--- src/rtl/kbd_pkg.sv ---
// kbd_pkg: decoder states, PS/2 set-2 byte constants and the tracked control-key table
package kbd_pkg;
  typedef enum logic [2:0] {IDLE_ST, EXT_ST, BRK_ST, EXT_BRK_ST, SKIP_ST} state_t;
  localparam logic [7:0] PFX_EXT = 8'hE0;
  localparam logic [7:0] PFX_BRK = 8'hF0;
  localparam logic [7:0] PFX_PAUSE = 8'hE1;
  localparam logic [7:0] RSP_ACK = 8'hFA;
  localparam logic [7:0] RSP_BAT = 8'hAA;
  localparam logic [7:0] RSP_ECHO = 8'hEE;
  localparam logic [7:0] RSP_RESEND = 8'hFE;
  localparam logic [7:0] FAKE_SHIFT = 8'h12;
  localparam logic [2:0] PAUSE_SKIP = 3'd7;
  localparam int TABLE_KEYS = 4;
  localparam logic [8:0] KEY_TABLE [TABLE_KEYS] = '{9'h16B, 9'h174, 9'h175, 9'h029};
  function automatic logic is_prefix(input logic [7:0] b);
    return b == PFX_EXT || b == PFX_BRK || b == PFX_PAUSE;
  endfunction
  function automatic logic is_response(input logic [7:0] b);
    return b == RSP_ACK || b == RSP_BAT || b == RSP_ECHO || b == RSP_RESEND || b == 8'h00 || b == 8'hFF;
  endfunction
endpackage

--- src/rtl/kbd_key_tracker.sv ---
// kbd_key_tracker: matches events against the key table, holds pressed levels, flags first presses
module kbd_key_tracker import kbd_pkg::*; #(
  parameter int NUM_KEYS = 4
) (
  input  logic                clk,
  input  logic                reset,
  input  logic                ev_make,
  input  logic                ev_break,
  input  logic [8:0]          ev_code,
  output logic                key_first,
  output logic [NUM_KEYS-1:0] keys_down
);
  logic [NUM_KEYS-1:0] hit;
  always_comb begin
    hit = '0;
    for (int i = 0; i < NUM_KEYS; i++) hit[i] = ev_code == KEY_TABLE[i];
  end
  always_ff @(posedge clk)
    if (reset) begin
      keys_down <= '0;
      key_first <= 1'b0;
    end else begin
      key_first <= ev_make && |(hit & ~keys_down);
      keys_down <= ev_make ? keys_down | hit : ev_break ? keys_down & ~hit : keys_down;
    end
endmodule

--- src/rtl/kbd_scan_decoder.sv ---
// kbd_scan_decoder: turns PS/2 set-2 bytes into make/break key events with prefix stripping and timeout
module kbd_scan_decoder import kbd_pkg::*; #(
  parameter int TIMEOUT_CYC = 1_000_000,
  parameter int NUM_KEYS    = 4
) (
  input  logic                clk,
  input  logic                reset,
  input  logic [7:0]          din,
  input  logic                din_new,
  output logic [8:0]          key_code,
  output logic                key_make,
  output logic                key_break,
  output logic                key_first,
  output logic [NUM_KEYS-1:0] keys_down,
  output logic                seq_err
);
  localparam int TW = $clog2(TIMEOUT_CYC);
  localparam logic [TW-1:0] TMAX = TW'(TIMEOUT_CYC - 1);
  state_t st, st_n, st_idle;
  logic [TW-1:0] tmr, tmr_n;
  logic [2:0] skip, skip_n;
  logic mk, bk, err, pfx;
  logic [8:0] code;
  always_comb begin
    pfx = is_prefix(din);
    st_idle = din == PFX_EXT ? EXT_ST : din == PFX_BRK ? BRK_ST : din == PFX_PAUSE ? SKIP_ST : IDLE_ST;
    st_n = st;
    skip_n = skip;
    mk = 1'b0;
    bk = 1'b0;
    err = 1'b0;
    code = {1'b0, din};
    tmr_n = (din_new || st == IDLE_ST) ? '0 : tmr == TMAX ? tmr : tmr + 1'b1;
    if (din_new)
      case (st)
        IDLE_ST: begin
          st_n = st_idle;
          mk = !pfx && !is_response(din);
        end
        EXT_ST: begin
          st_n = din == PFX_BRK ? EXT_BRK_ST : din == PFX_EXT ? EXT_ST : IDLE_ST;
          mk = din != PFX_BRK && din != PFX_EXT && din != FAKE_SHIFT;
          code = {1'b1, din};
        end
        BRK_ST, EXT_BRK_ST: begin
          err = pfx;
          st_n = pfx ? st_idle : IDLE_ST;
          bk = !pfx && !(st == EXT_BRK_ST && din == FAKE_SHIFT);
          code = {st == EXT_BRK_ST, din};
        end
        SKIP_ST: begin
          skip_n = skip - 1'b1;
          st_n = skip == 3'd1 ? IDLE_ST : SKIP_ST;
        end
        default: st_n = IDLE_ST;
      endcase
    else if (st != IDLE_ST && tmr == TMAX) begin
      err = 1'b1;
      st_n = IDLE_ST;
    end
    skip_n = (st_n == SKIP_ST && st != SKIP_ST) ? PAUSE_SKIP : skip_n;
  end
  always_ff @(posedge clk)
    if (reset) begin
      st <= IDLE_ST;
      tmr <= '0;
      skip <= '0;
      key_code <= '0;
      key_make <= 1'b0;
      key_break <= 1'b0;
      seq_err <= 1'b0;
    end else begin
      st <= st_n;
      tmr <= tmr_n;
      skip <= skip_n;
      key_make <= mk;
      key_break <= bk;
      seq_err <= err;
      if (mk || bk) key_code <= code;
    end
  kbd_key_tracker #(.NUM_KEYS(NUM_KEYS)) u_tracker (
    .clk(clk),
    .reset(reset),
    .ev_make(mk),
    .ev_break(bk),
    .ev_code(code),
    .key_first(key_first),
    .keys_down(keys_down)
  );
endmodule

--- config.mk ---
export PLATFORM = sky130hd
export DESIGN_NAME = kbd_scan_decoder
export DESIGN_NICKNAME = d
export VERILOG_FILES = /design/src/rtl/kbd_pkg.sv /design/src/rtl/kbd_key_tracker.sv /design/src/rtl/kbd_scan_decoder.sv
export SDC_FILE = /design/constraint.sdc
export NUM_CORES = 1
export LEC_CHECK = 0
export CAP_MARGIN = 20
export CORE_MARGIN = 2
export CORE_UTILIZATION = 25
export CTS_BUF_LIST = sky130_fd_sc_hd__clkbuf_4 sky130_fd_sc_hd__clkbuf_8
export CTS_CLUSTER_SIZE = 12
export DETAILED_ROUTE_END_ITERATION = 8
export GPL_ROUTABILITY_DRIVEN = 1
export SLEW_MARGIN = 20
export SYNTH_ARGS = -nofsm -noshare
export SYNTH_HDL_FRONTEND = slang
export SYNTH_HIERARCHICAL = 1
export SYNTH_SLANG_ARGS = --single-unit
--- constraint.sdc ---
create_clock -name clk -period 2.8 [get_ports clk]
set_clock_uncertainty 0.15 [all_clocks]
set_input_delay 0.56 -clock clk [delete_from_list [all_inputs] [get_ports clk]]
set_output_delay 0.56 -clock clk [all_outputs]
set_load 0.005 [all_outputs]
Word-level counts from Yosys, hierarchy flattened
Cells that the tools add are included.
W data, S select, Z words.
{"block": "word_totals", "word_cells": 94, "romBits": 0, "latch_bits": 0, "mem_count": 0, "reg_bits": 43, "ramBits": 0, "inputBits": 11, "output_inout_bits": 17}
{"block": "op_classes", "n_div": 0, "shifts": 0, "n_mul": 0, "mux": 24, "reduce_logical": 30, "n_eq_ne": 24, "bitwise": 5, "n_addsub": 2, "n_lt_le_gt_ge": 0}
{"cell": "$eq A8 B8 Y1 const B", "n": 8}
{"cell": "$mux W3", "n": 10}
{"cell": "$eq A9 B9 Y1 const B", "n": 3}
{"cell": "$add A20 B1 Y20 const B", "n": 1}
{"cell": "$eq A20 B20 Y1 const B", "n": 1}
{"cell": "$pmux W9 S2", "n": 1}
{"cell": "$ne A8 B8 Y1 const B", "n": 2}
{"cell": "$pmux W3 S4", "n": 1}
{"cell": "$eq A9 B6 Y1 const B", "n": 1}
{"cell": "$logic_or A1 B1 Y1", "n": 9}
{"cell": "$mux W9", "n": 1}
{"cell": "$and A4 B4 Y4", "n": 2}
{"cell": "$eq A8 B5 Y1 const B", "n": 1}
{"cell": "$logic_and A1 B1 Y1", "n": 8}
{"cell": "$logic_not A8 Y1", "n": 1}
{"cell": "$mux W4", "n": 2}
{"cell": "$ne A8 B5 Y1 const B", "n": 1}
{"cell": "$not A4 Y4", "n": 2}
{"cell": "$mux W1", "n": 7}
{"cell": "$eq A3 B1 Y1 const B", "n": 2}
{"cell": "$eq A3 B2 Y1 const B", "n": 2}
{"cell": "$eq A3 B3 Y1 const B", "n": 2}
{"cell": "$reduce_bool A2 Y1", "n": 3}
{"cell": "$or A4 B4 Y4", "n": 1}
{"cell": "10 further kinds", "n": 13}

Depth between registers and ports, before layout
{"block": "depth", "word_depth": 11, "ltp_mapped": 7, "mapped_depth_nobuf": 7}

Cells and area by module
Netlist, hierarchy kept.
{"module": "kbd_scan_decoder", "instances": 1, "cells_each": 221, "seq_area_each_um2": 760.7, "area_per_inst_um2": 1869.3}
{"module": "kbd_key_tracker", "instances": 1, "cells_each": 38, "seq_area_each_um2": 100.1, "area_per_inst_um2": 336.6}

Least setup slack after synthesis
No wires, ideal clock.
{"block": "synth_timing", "kind": "input-to-reg", "from": "in din[0]", "to": "reg u_tracker.key_first", "stages": 7, "t_required_ps": 2530, "setup_time_ps": 120, "path_buffers": 0, "arrival_ps": 2050, "setup_slack_ps": 480, "path_cell_list": "or4_1 -> o311a_1 -> o2111a_1 -> or2_2 -> nor2b_1 -> nand3_1 -> o22ai_1"}
{"block": "synth_via", "elab_chain_len": 11, "elab_cells_between_ends": 35, "cone_classes": "15 x eq/ne; 4 x mux; 1 x bitwise; 15 x reduce/logical"}
{"element": "from (decl)", "line_no": "kbd_scan_decoder.sv:8", "rtl": "input logic [7:0] din,"}
{"element": "$eq A8 B8 Y1", "line_no": "kbd_pkg.sv:19", "rtl": "return b == RSP_ACK || b == RSP_BAT || b == RSP_ECHO || b == RSP_RESEND || b == 8'h00 || b == 8'hFF;"}
{"element": "$logic_or A1 B1 Y1 (5 in series)", "line_no": "kbd_pkg.sv:19"}
{"element": "$logic_not A1 Y1", "line_no": "kbd_scan_decoder.sv:38", "rtl": "mk = !pfx && !is_response(din);"}
{"element": "$logic_and A1 B1 Y1", "line_no": "kbd_scan_decoder.sv:38"}
{"element": "$pmux W1 S2 (*)", "line_no": "kbd_scan_decoder.sv:35", "rtl": "case (st)"}
{"element": "$mux W1 (*)", "line_no": "kbd_scan_decoder.sv:34", "rtl": "if (din_new)"}
{"element": "net mk", "line_no": "kbd_scan_decoder.sv:22", "rtl": "logic mk, bk, err, pfx;"}
{"element": "$logic_and A1 B1 Y1 (*)", "line_no": "kbd_key_tracker.sv:23", "rtl": "key_first <= ev_make && |(hit & ~keys_down);"}
{"element": "to (signal assigned)", "line_no": "kbd_key_tracker.sv:23"}
{"element": "to (decl)", "line_no": "kbd_key_tracker.sv:10", "rtl": "output logic key_first,"}
The timed path passes the listed nets; every way through them passes the cells marked *.
A chain may end at the register's enable or synchronous reset.

Final worst setup path
Same ends and word-level chain as after synthesis.

==> flow_metrics.py <==
metrics = {
    "run_status": {
        "status": "finished, final reports clean",
    },
    "synthesis": {
        "synth_area_leaders": "dfxtp_1 39%, nand2b_1 6.0%, xor2_1 4.8%",
        "ys_seq_elements": 43,
        "yosysMostFrequentCell": "dfxtp_1",
        "yosysUniqueCellTypes": 44,
        "synth_ff_type": "dfxtp_1",
        "syn-num-nets": 273,
        "synth_common_cells": "43 x dfxtp_1, 26 x nor2_1, 21 x nand2b_1, 20 x nand2_1, 14 x nand3_1",
        "syn_inst": 259,
        "syn_area_per_cell_um2": 8.517,
        "synth_area_mm2": 0.002206,
        "synth-edff-count": 0,
        "synth.top_cell.area_share_pct": 39.02,
        "synth_top_cell_by_area": "dfxtp_1",
        "yosys_warnings": 6,
        "synth_seq_area_share_pct": 39.02,
        "synthArstFlopShare_pct": 0,
    },
    "global_route": {
        "globalRouteOverflowTotal": 0,
        "grt_pass1_vias": 1874,
        "grt_max_degree": 28,
        "antenna_found_initial": 0,
        "grt_usage_pct": 10.60,
        "grt_first_pass_wirelength_mm": 8.576,
    },
    "worst_hold_path": {
        "holdPathStages": 2,
        "hold_path.class": "register to register",
        "min_from": "key_code[5]",
        "timing.hold.worst_endpoint": "key_code[5]",
    },
    "sta": {
        "hold_viol": 0,
        "tightest_slew_ns": 0.7218,
        "max_slew_margin_pct": 51.43,
        "clock.fmax_ghz": 0.3841,
        "maxSlewViolCount": 0,
        "fin_crit_sh_pct": 92.97,
        "timing.hold.ws_ns": 0.3249,
        "fin_crit_ns": 2.603,
        "tns_ns": 0,
        "rsz0062_at_grt": "no",
        "finalSetupViolations": 0,
    },
    "place": {
        "placed_area_mm2": 0.002668,
        "gp_congestion": 0.7542,
        "portBuffers": 27,
        "dpl.hpwl_mm": 3.598,
    },
    "pwr": {
        "p_sw_share_pct": 22.00,
        "seqPwrFrac_pct": 47.0,
        "p_sw_uw": 295.8,
        "clkPwrFrac_pct": 43.3,
        "power.total_mw": 1.345,
        "ir_drop_mv": 0.2448,
        "p_per_area_mw_per_mm2": 479.7,
        "p_int_mw": 1.049,
        "leakage_nw": 0.9470,
        "power_frac_comb_pct": 9.7,
    },
    "routing": {
        "drc": 0,
        "ant_nets": 0,
        "wirelength_mm": 4.972,
        "post_drt_wl_per_cell_um": 12.25,
        "vias": 1939,
        "drt_iter0_drc": 79,
        "dr.pass1.iters": 4,
        "post_drt_via_cell_ratio": 4.776,
    },
    "clock_network": {
        "cts.sinks": 43,
        "htreeDepth": 2,
        "cts-root-buf": "clkbuf_8",
        "post_cts_buffers": 0,
        "cts_resized": 0,
        "cts_buffer_depth": 2,
        "cts_tree": "built",
        "cts.clk_slew.worst_paths_ns": 0.09,
        "cts_buffers": 5,
        "cts.hold.buffers_added": 0,
        "clock_latency_ns": 0.30,
    },
    "final_layout": {
        "fillers": 886,
        "nets": 311,
        "seqCellArea_um2": 860.8,
        "multi_input_area_mm2": 0.001281,
        "drive_above_1_share_pct": 9.396,
        "area_growth_pct": 27.11,
        "antenna_cells": 0,
        "final_area_mm2": 0.002804,
    },
    "setup_path": {
        "crit_type": "input pin to register",
        "critPathTopFamily": "simple AND/OR/NAND/NOR gates",
        "path_max_fanout": 4,
        "start_kind": "input pin",
        "crit_path_end_kind": "register",
        "r2r-start": "tmr[0]",
        "rrSetupSlack_ns": 0.66,
        "worstReg2RegEnd": "tmr[16]",
        "critPathBufInv": 1,
        "crit_path_cell_trace": "clkdlybuf4s50_1 > or4_1 > o311a_1 > o2111a_1 > or2_2 > nor2b_1 > nand3_1 > o22ai_1",
        "cpPeakStageDelay_ns": 0.53,
        "slowest_stage": "or4_1",
        "arrival_ns": 2.65,
        "required_ns": 2.85,
        "reg2reg_depth": 5,
    },
    "floorplanning": {
        "initial_utilization_pct": 25.54,
        "die_w_um": 97.94,
        "die_height_um": 97.94,
        "io_pins": 28,
        "core_area_mm2": 0.008636,
        "dieArea_mm2": 0.009591,
        "rows": 34,
    },
    "job": {
        "drv_cap": 0,
    },
}
[cells by family after synthesis]
kind of cell,share of synthesized area [%]
and+or+nand+nor,35.22
muxes,4.084
adders and majority gates,1.702
DFF,39.02
AOI/OAI and AO/OA,9.529
xor gates and xnor gates,7.544
buffers and inverters,2.893
[metal layers]
layer	vias up	GRT usage [%]	part of all wire, %
met2	25	16.60	45
met4	0	2.564	0.80
li1	993	-	-
met1	915	14.77	51
met5	-	0	0
met3	6	2.505	3.6
[cell type report]
class                   instances  area share, %
well taps                     108          4.819
repair buffers                 39          12.85
inverters                       8          1.071
flip-flops and latches         43          30.70
clock inverters                 3          2.410
clock buffers                   5          2.454
multi-input cells             200          45.69
[sequential cells by signal, summed over array words and instances, names as in the netlist, named ones only]
register and count:
skip 3, st 3, u_tracker/key_first 1, key_make 1, key_code 9, tmr 20
seq_err 1, key_break 1
[per-stage QoR]
stage | setup slack, ns | utilization, % | std cells
final | 0.1967 | 32.47 | 406
after global routing | 0.09892 | 32.47 | 406
after CTS | 0.2066 | 32.47 | 406
after detailed placement | -0.1096 | 30.89 | 398
after global placement | -0.08029 | 30.89 | 398
after floorplan | 0.4798 | - | 259
[cells in the final DEF, fill, tap and decap left out, drive strengths merged, types with 8 or more instances in the layout]
master / instances
inv: 8
mux2i: 9
nor2b: 8
buf: 12
nor3: 10
xor2: 12
nand2b: 21
nor2: 26
nand3: 14
clkdlybuf4s50: 27
dfxtp: 43
nand2: 20
a21oi: 11
[power groups by stage]
| stage | registers [mW] | logic (mW) | clock network [mW] |
|---|---|---|---|
| 5_1_grt | 0.635 | 0.143 | 0.624 |
| 6_report | 0.632 | 0.130 | 0.583 |
| 4_1_cts | 0.632 | 0.131 | 0.602 |
| 3_5_place_dp | 0.647 | 0.130 | 0 |
| 3_3_place_gp | 0.647 | 0.129 | 0 |
| 2_1_floorplan | 0.646 | 0.0612 | 0 |
[worst max path at each step]
stage                     startpoint                   to  slack [ns]  cells after the start
after floorplan               din[0]  u_tracker/key_first        0.48                      7
after detailed placement      din[0]             register       -0.11                      8
after CTS                     din[0]  u_tracker/key_first        0.21                      8
after global routing          din[0]             register         0.1                      8
after global placement        din[0]  u_tracker/key_first       -0.08                      8
final                         din[0]  u_tracker/key_first        0.20                      8
[worst register-to-register path, cell delays in order (launching register included)]
cell and delay, ns:
dfxtp_1 0.46, ha_1 0.27, inv_1 0.07, or4_1 0.64, or3_1 0.35, a21oi_1 0.13
Note: power is estimated with default switching activity, not from simulation.
